[config.mk]
export PLATFORM = sky130hd
export DESIGN_NAME = gs232c_pipe_iq
export DESIGN_NICKNAME = d
export VERILOG_FILES = /design/src/rtl/gs232c_pipe_iq.sv
export SDC_FILE = /design/constraint.sdc
export NUM_CORES = 1
export LEC_CHECK = 0
export BUFFER_PORTS_ARGS = -buffer_cell sky130_fd_sc_hd__buf_2
export CORE_MARGIN = 3
export CORE_UTILIZATION = 40
export DETAILED_ROUTE_END_ITERATION = 6
export GPL_TIMING_DRIVEN = 0
export PLACE_DENSITY = 0.62
export SYNTH_ARGS = -nofsm -noshare
export SYNTH_HDL_FRONTEND = slang
export SYNTH_SLANG_ARGS = --single-unit
[constraint.sdc]
create_clock -name clock -period 11.9 [get_ports clock]
set_input_delay 2.38 -clock clock [delete_from_list [all_inputs] [get_ports clock]]
set_output_delay 2.38 -clock clock [all_outputs]
set_load 0.02 [all_outputs]
[src/rtl/gs232c_pipe_iq.sv]
// Instruction queue between fetch and decode: splits 16-byte fetch groups into
// per-instruction entries and presents up to two per cycle. Optional hint storage: GS232C_IQ_HINT_EN.
module gs232c_pipe_iq #(
   parameter int DEPTH = 8
) (
   input  logic                       clock,
   input  logic                       reset,
   input  logic                       fe_valid,
   input  logic [31:0]                fe_cur,
   input  logic [15:0]                fe_hint,
   input  logic [127:0]               inst_rdata,
   output logic                       fe_go,
   input  logic                       flush,
   output logic                       iq_cancel,
   output logic [1:0]                 de_valid,
   output logic [31:0]                de_pc0,
   output logic [31:0]                de_pc1,
   output logic [31:0]                de_inst0,
   output logic [31:0]                de_inst1,
   output logic [3:0]                 de_hint0,
   output logic [3:0]                 de_hint1,
   input  logic [1:0]                 de_pop,
   output logic [$clog2(DEPTH):0]     iq_count
);

   localparam int AW = $clog2(DEPTH);
   localparam logic [AW:0] ACCEPT_LIM = (AW+1)'(DEPTH - 4);

   logic [AW:0]    rp, wp, count;
   logic [AW:0]    n_push, push_amt, pop_amt;
   logic [AW-1:0]  wr_idx [4];
   logic [AW-1:0]  rd0, rd1;
   logic           v0, v1;

   logic [29:0]    pc_mem   [DEPTH];
   logic [31:0]    inst_mem [DEPTH];

   assign fe_go     = fe_valid & ~flush & (count <= ACCEPT_LIM);
   assign iq_cancel = flush;
   assign iq_count  = count;

   assign n_push   = (AW+1)'(3'd4 - {1'b0, fe_cur[3:2]});
   assign push_amt = fe_go ? n_push : '0;
   assign pop_amt  = (AW+1)'(de_pop);

   // Slot s lands s - start entries past wp; AW-bit arithmetic gives the wrap.
   always_comb begin
      for (int unsigned s = 0; s < 4; s++) begin
         wr_idx[2'(s)] = wp[AW-1:0] + AW'(s) - AW'(fe_cur[3:2]);
      end
   end

   always_ff @(posedge clock) begin
      if (reset) begin
         rp    <= '0;
         wp    <= '0;
         count <= '0;
      end else if (flush) begin
         rp    <= '0;
         wp    <= '0;
         count <= '0;
      end else begin
         wp    <= wp + push_amt;
         rp    <= rp + pop_amt;
         count <= count + push_amt - pop_amt;
      end
   end

   always_ff @(posedge clock) begin
      if (fe_go) begin
         for (int unsigned s = 0; s < 4; s++) begin
            if (2'(s) >= fe_cur[3:2]) begin
               pc_mem[wr_idx[2'(s)]]   <= {fe_cur[31:4], 2'(s)};
               inst_mem[wr_idx[2'(s)]] <= inst_rdata[32*s +: 32];
            end
         end
      end
   end

   assign rd0 = rp[AW-1:0];
   assign rd1 = rd0 + AW'(1);
   assign v0  = (count != '0);
   assign v1  = (count > (AW+1)'(1));

   assign de_valid = {v1, v0};
   assign de_pc0   = v0 ? {pc_mem[rd0], 2'b00} : '0;
   assign de_pc1   = v1 ? {pc_mem[rd1], 2'b00} : '0;
   assign de_inst0 = v0 ? inst_mem[rd0] : '0;
   assign de_inst1 = v1 ? inst_mem[rd1] : '0;

`ifdef GS232C_IQ_HINT_EN
   logic [3:0] hint_mem [DEPTH];
   logic       unused_bits;

   always_ff @(posedge clock) begin
      if (fe_go) begin
         for (int unsigned s = 0; s < 4; s++) begin
            if (2'(s) >= fe_cur[3:2]) begin
               hint_mem[wr_idx[2'(s)]] <= fe_hint[4*s +: 4];
            end
         end
      end
   end

   assign de_hint0    = v0 ? hint_mem[rd0] : '0;
   assign de_hint1    = v1 ? hint_mem[rd1] : '0;
   assign unused_bits = ^fe_cur[1:0];
`else
   logic unused_bits;

   assign de_hint0    = '0;
   assign de_hint1    = '0;
   assign unused_bits = ^{fe_cur[1:0], fe_hint};
`endif

endmodule
==> run summary <==
The least setup slack across all paths after layout came out at 4.843 ns. The initial utilization of the core area, before any placement, comes to 40.70%. The aggregate global routing overflow came out at 0. The tightest min-delay check is of the reg2reg type. The critical path is of the in2out type. The via count of the first global-routing pass is 26940. The most used flip-flop cell after synthesis is sky130_fd_sc_hd__edfxtp_1. The global-route wire length before repair came out at 186100 um. The total length of routed wires came out at 130800 um.

The number of antenna violations at the first check in global routing came out at 25. The cell row count is 102. The tool flagged a number of max-cap violations equal to 0. The yosys synthesis warning count came out at 0. The cell sitting at the root of the clock tree is a sky130_fd_sc_hd__clkbuf_16. The flow ran to the end, and the final reports show no timing, DRC or antenna violations.

After clock tree synthesis, the flow added hold-fix buffers numbering 0. The top cell type's share of synthesized area is 45.34%. The worst setup path is launched from an input pin. STA puts the critical path data arrival time at 4.68 ns.

The count of mapped cells out of synthesis came out at 2598. The number of clock sinks is 506. After synthesis the netlist holds a flip-flop and latch count of 506. The post-detailed-route via-to-cell ratio is 6.812. The shortest clock period the worst path allows after layout came out at 7.057 ns. The fraction of final layout cells sized beyond drive strength 1 came out at 24.19%.

The total of cells resized after clock tree synthesis came out at 0. The number of hold violations in the final report came to 0. Data on the critical path is required at its endpoint by 9.52 ns. The source-to-sink clock delay at the later pin of the worst-skew pair is 0.64 ns. The count of nets left with antenna violations after detail routing came out at 0. Derived from the worst setup path, the maximum achievable clock frequency is 0.1417 GHz.

Input and output buffers added on the ports amount to 200. The count of cells along the worst hold path came out at 1. The clock arrives with 0.05138 ns of skew.

The pre-CTS setup slack came out at 5.003 ns. The global placer's final weighted congestion is 0.9966. At the pin with the least slew margin, the transition time is 1.390 ns. The clock-pin slew on the worst setup and hold paths came out at 0.06 ns. The number of synthesized flops with an enable pin came out at 480. Once the clock tree was built, the setup fixing pass inserted 0 buffers. The maximum ir drop on the vdd rail is 0.1103 mV. Headroom to the max-slew limit came out at 7.008%. The post-detailed-placement half-perimeter wirelength is 92280 um. TritonCTS built the clock tree.

In the synthesized netlist the async set-or-reset flop fraction comes to 0%. The die footprint is 82900 um2. The portion of the post-synthesis area used by sequential elements is 46.98%. The final critical path takes up 59.31% of the cycle.

In the final routed layout, each cell accounts on average for 32.62 um. In the synthesized netlist, the cells that appear most often are sky130_fd_sc_hd__edfxtp_1, sky130_fd_sc_hd__mux4_2, sky130_fd_sc_hd__mux2i_1, sky130_fd_sc_hd__nand2_1, sky130_fd_sc_hd__clkbuf_1. Setup violations remaining at the end of the flow were counted as 0. The final cell count without fillers is 4010. In the final design database the tool counted 3109 nets. Dividing total power by cell area gives a power density of 142.8 nW/um2. The mapped netlist covers 31790 um2.

The synthesis-to-finish area growth came out at 15.83%. The worst reg-to-reg path cell count came out at 11. The reported leakage power came out at 12.43 nW.

The floorplan step set the die width to 287.9 um. The core region is 78100 um2. The maximum net fanout on the critical path is 10. The total routing usage reported by global routing is 30.74%. The number of buffers between clock root and the deepest sink came out at 3. Yosys attributes the largest share of cell area to sky130_fd_sc_hd__edfxtp_1, sky130_fd_sc_hd__mux4_2, sky130_fd_sc_hd__mux2i_1. The I/O pin total came out at 326.

The H-tree was split into 2 levels. The final-report max-slew violation count came to 0. The starting DRC count in detailed routing came out at 4557. The nature of the critical path endpoint is a primary output.

The mean cell area of the mapped netlist is 12.24 um2. Yosys instantiated no cell more often than sky130_fd_sc_hd__edfxtp_1. The count of cell types in the netlist is 71. Setup repair after global routing left no endpoint under its margin. The number of DRC violations after detailed routing is 0. The overall power came out at 5.257 mW.

The final standard cell utilization of the core came out at 47.15%. The detailed-router iteration count before antenna repair came out at 7. The largest net degree at the start of global routing is 21. The number of cells after detailed placement is 3887. sky130_fd_sc_hd__edfxtp_1 takes more of the synthesized area than any other cell. Summing over every cut layer, the via total after detailed routing is 27320.

In the final timing run, aggregate negative setup slack is 0 ns. TritonCTS created 54 clock buffers. The height of the chip is 287.9 um.
==> layout by cell type (no fill, tap or decap), types with 6 or more instances in the layout <==
master                      netlist  routed
sky130_fd_sc_hd__mux2i_1        219     219
sky130_fd_sc_hd__buf_2           67     267
sky130_fd_sc_hd__diode_2          0      23
sky130_fd_sc_hd__nor2_1         156     156
sky130_fd_sc_hd__bufinv_16        0       9
sky130_fd_sc_hd__o2bb2ai_1       63      63
sky130_fd_sc_hd__a32oi_1         35      35
sky130_fd_sc_hd__nor3_1           9       8
sky130_fd_sc_hd__mux4_2         248     248
sky130_fd_sc_hd__clkbuf_16        0      54
sky130_fd_sc_hd__clkinv_2         0      11
sky130_fd_sc_hd__a22o_1          32      32
sky130_fd_sc_hd__nand3_1         99      99
sky130_fd_sc_hd__buf_16           0      13
sky130_fd_sc_hd__buf_8            0       6
sky130_fd_sc_hd__a21oi_1        139     137
sky130_fd_sc_hd__buf_12           0       7
sky130_fd_sc_hd__buf_1           72      72
sky130_fd_sc_hd__clkbuf_1       173     186
sky130_fd_sc_hd__conb_1           1      12
sky130_fd_sc_hd__edfxtp_1       480     480
sky130_fd_sc_hd__buf_4           28      36
sky130_fd_sc_hd__inv_1           23      23
sky130_fd_sc_hd__buf_6            9      13
sky130_fd_sc_hd__o21ai_1         24      24
sky130_fd_sc_hd__a22oi_1        121     121
sky130_fd_sc_hd__dfxtp_1         26      26
sky130_fd_sc_hd__a31oi_1         65      65
sky130_fd_sc_hd__ha_1            18      18
sky130_fd_sc_hd__o21ai_0        144     141
sky130_fd_sc_hd__o22a_1          31      31
sky130_fd_sc_hd__nand2_1        210     210
sky130_fd_sc_hd__and2_1           6       6
==> final timing paths <==
check                           slack (ns)                   endpoint                       from
worst max-delay path                  4.84                      fe_go                      flush
worst min-delay path                  0.49  pc_mem[3][1]$_SDFFE_PP1P_  pc_mem[3][1]$_SDFFE_PP1P_
worst max register to register        7.06    pc_mem[7][27]$_DFFE_PP_           wp[0]$_SDFF_PP0_
worst min register to register        0.49  pc_mem[3][1]$_SDFFE_PP1P_  pc_mem[3][1]$_SDFFE_PP1P_
==> per-layer routing <==
metal	vias to the layer above	wire [um]	global-route usage (%)	part of all wire (%)
li1	10880	-	-	-
met1	13540	46660	38.89	36
met2	2349	59580	47.82	46
met3	534	16990	9.770	13
met4	12	7446	14.78	5.7
met5	-	153	0.5952	0.12
==> sequential cells by signal, indices dropped and copies added, names as in the netlist <==
name	cells
rp	3
wp	3
iq_count	4
pc_mem	240
inst_mem	256
==> power by group <==
group	switching, mW	internal [mW]	leakage [nW]	total (mW)
Combinational	0.875	0.452	6.96	1.33
Sequential	0.0575	2.08	4.58	2.14
Clock	0.755	1.04	0.892	1.79
==> cell type report <==
cell class / instances / area [um2]
fill: 7042 / 41280
inverter: 24 / 90.09
buffer: 351 / 1577
clock buffer: 67 / 1400
sequential: 506 / 14930
antenna: 23 / 57.56
timing repair buffer: 239 / 1702
clock inverter: 32 / 455.4
tap: 1040 / 1301
multi-input combinational: 1728 / 15310
==> stage by stage <==
stage               hold slack [ns]  instance area, um2
floorplan                    0.4383               31830
global placement             0.4542               34130
detailed placement           0.4659               34890
CTS                          0.4799               36750
global route                 0.5068               36790
finish                       0.4871               36820
==> cell families (layout without fill, tap and decap cells) <==
kind of cell             Yosys count  count (layout)  synth area share (%)
buffers and inverters            375             713                 5.242
flip-flops                       506             506                 46.98
multiplexers                     468             468                 24.50
other                              1              35               0.01180
XOR/XNOR                          15              15                0.6494
AO/OA/AOI/OAI                    690             690                 14.36
AND/OR/NAND/NOR                  520             520                 7.234
adder cells (fa/ha/maj)           23              23                 1.023
==> critical path, stage by stage <==
cell,delay (ns)
sky130_fd_sc_hd__buf_2,0.15
sky130_fd_sc_hd__nor2_1,0.15
sky130_fd_sc_hd__nand3_1,0.30
sky130_fd_sc_hd__inv_1,0.22
sky130_fd_sc_hd__buf_4,0.23
sky130_fd_sc_hd__buf_2,0.29
sky130_fd_sc_hd__buf_1,0.61
sky130_fd_sc_hd__buf_2,0.32
No activity file was read; power rests on OpenSTA's default activity.
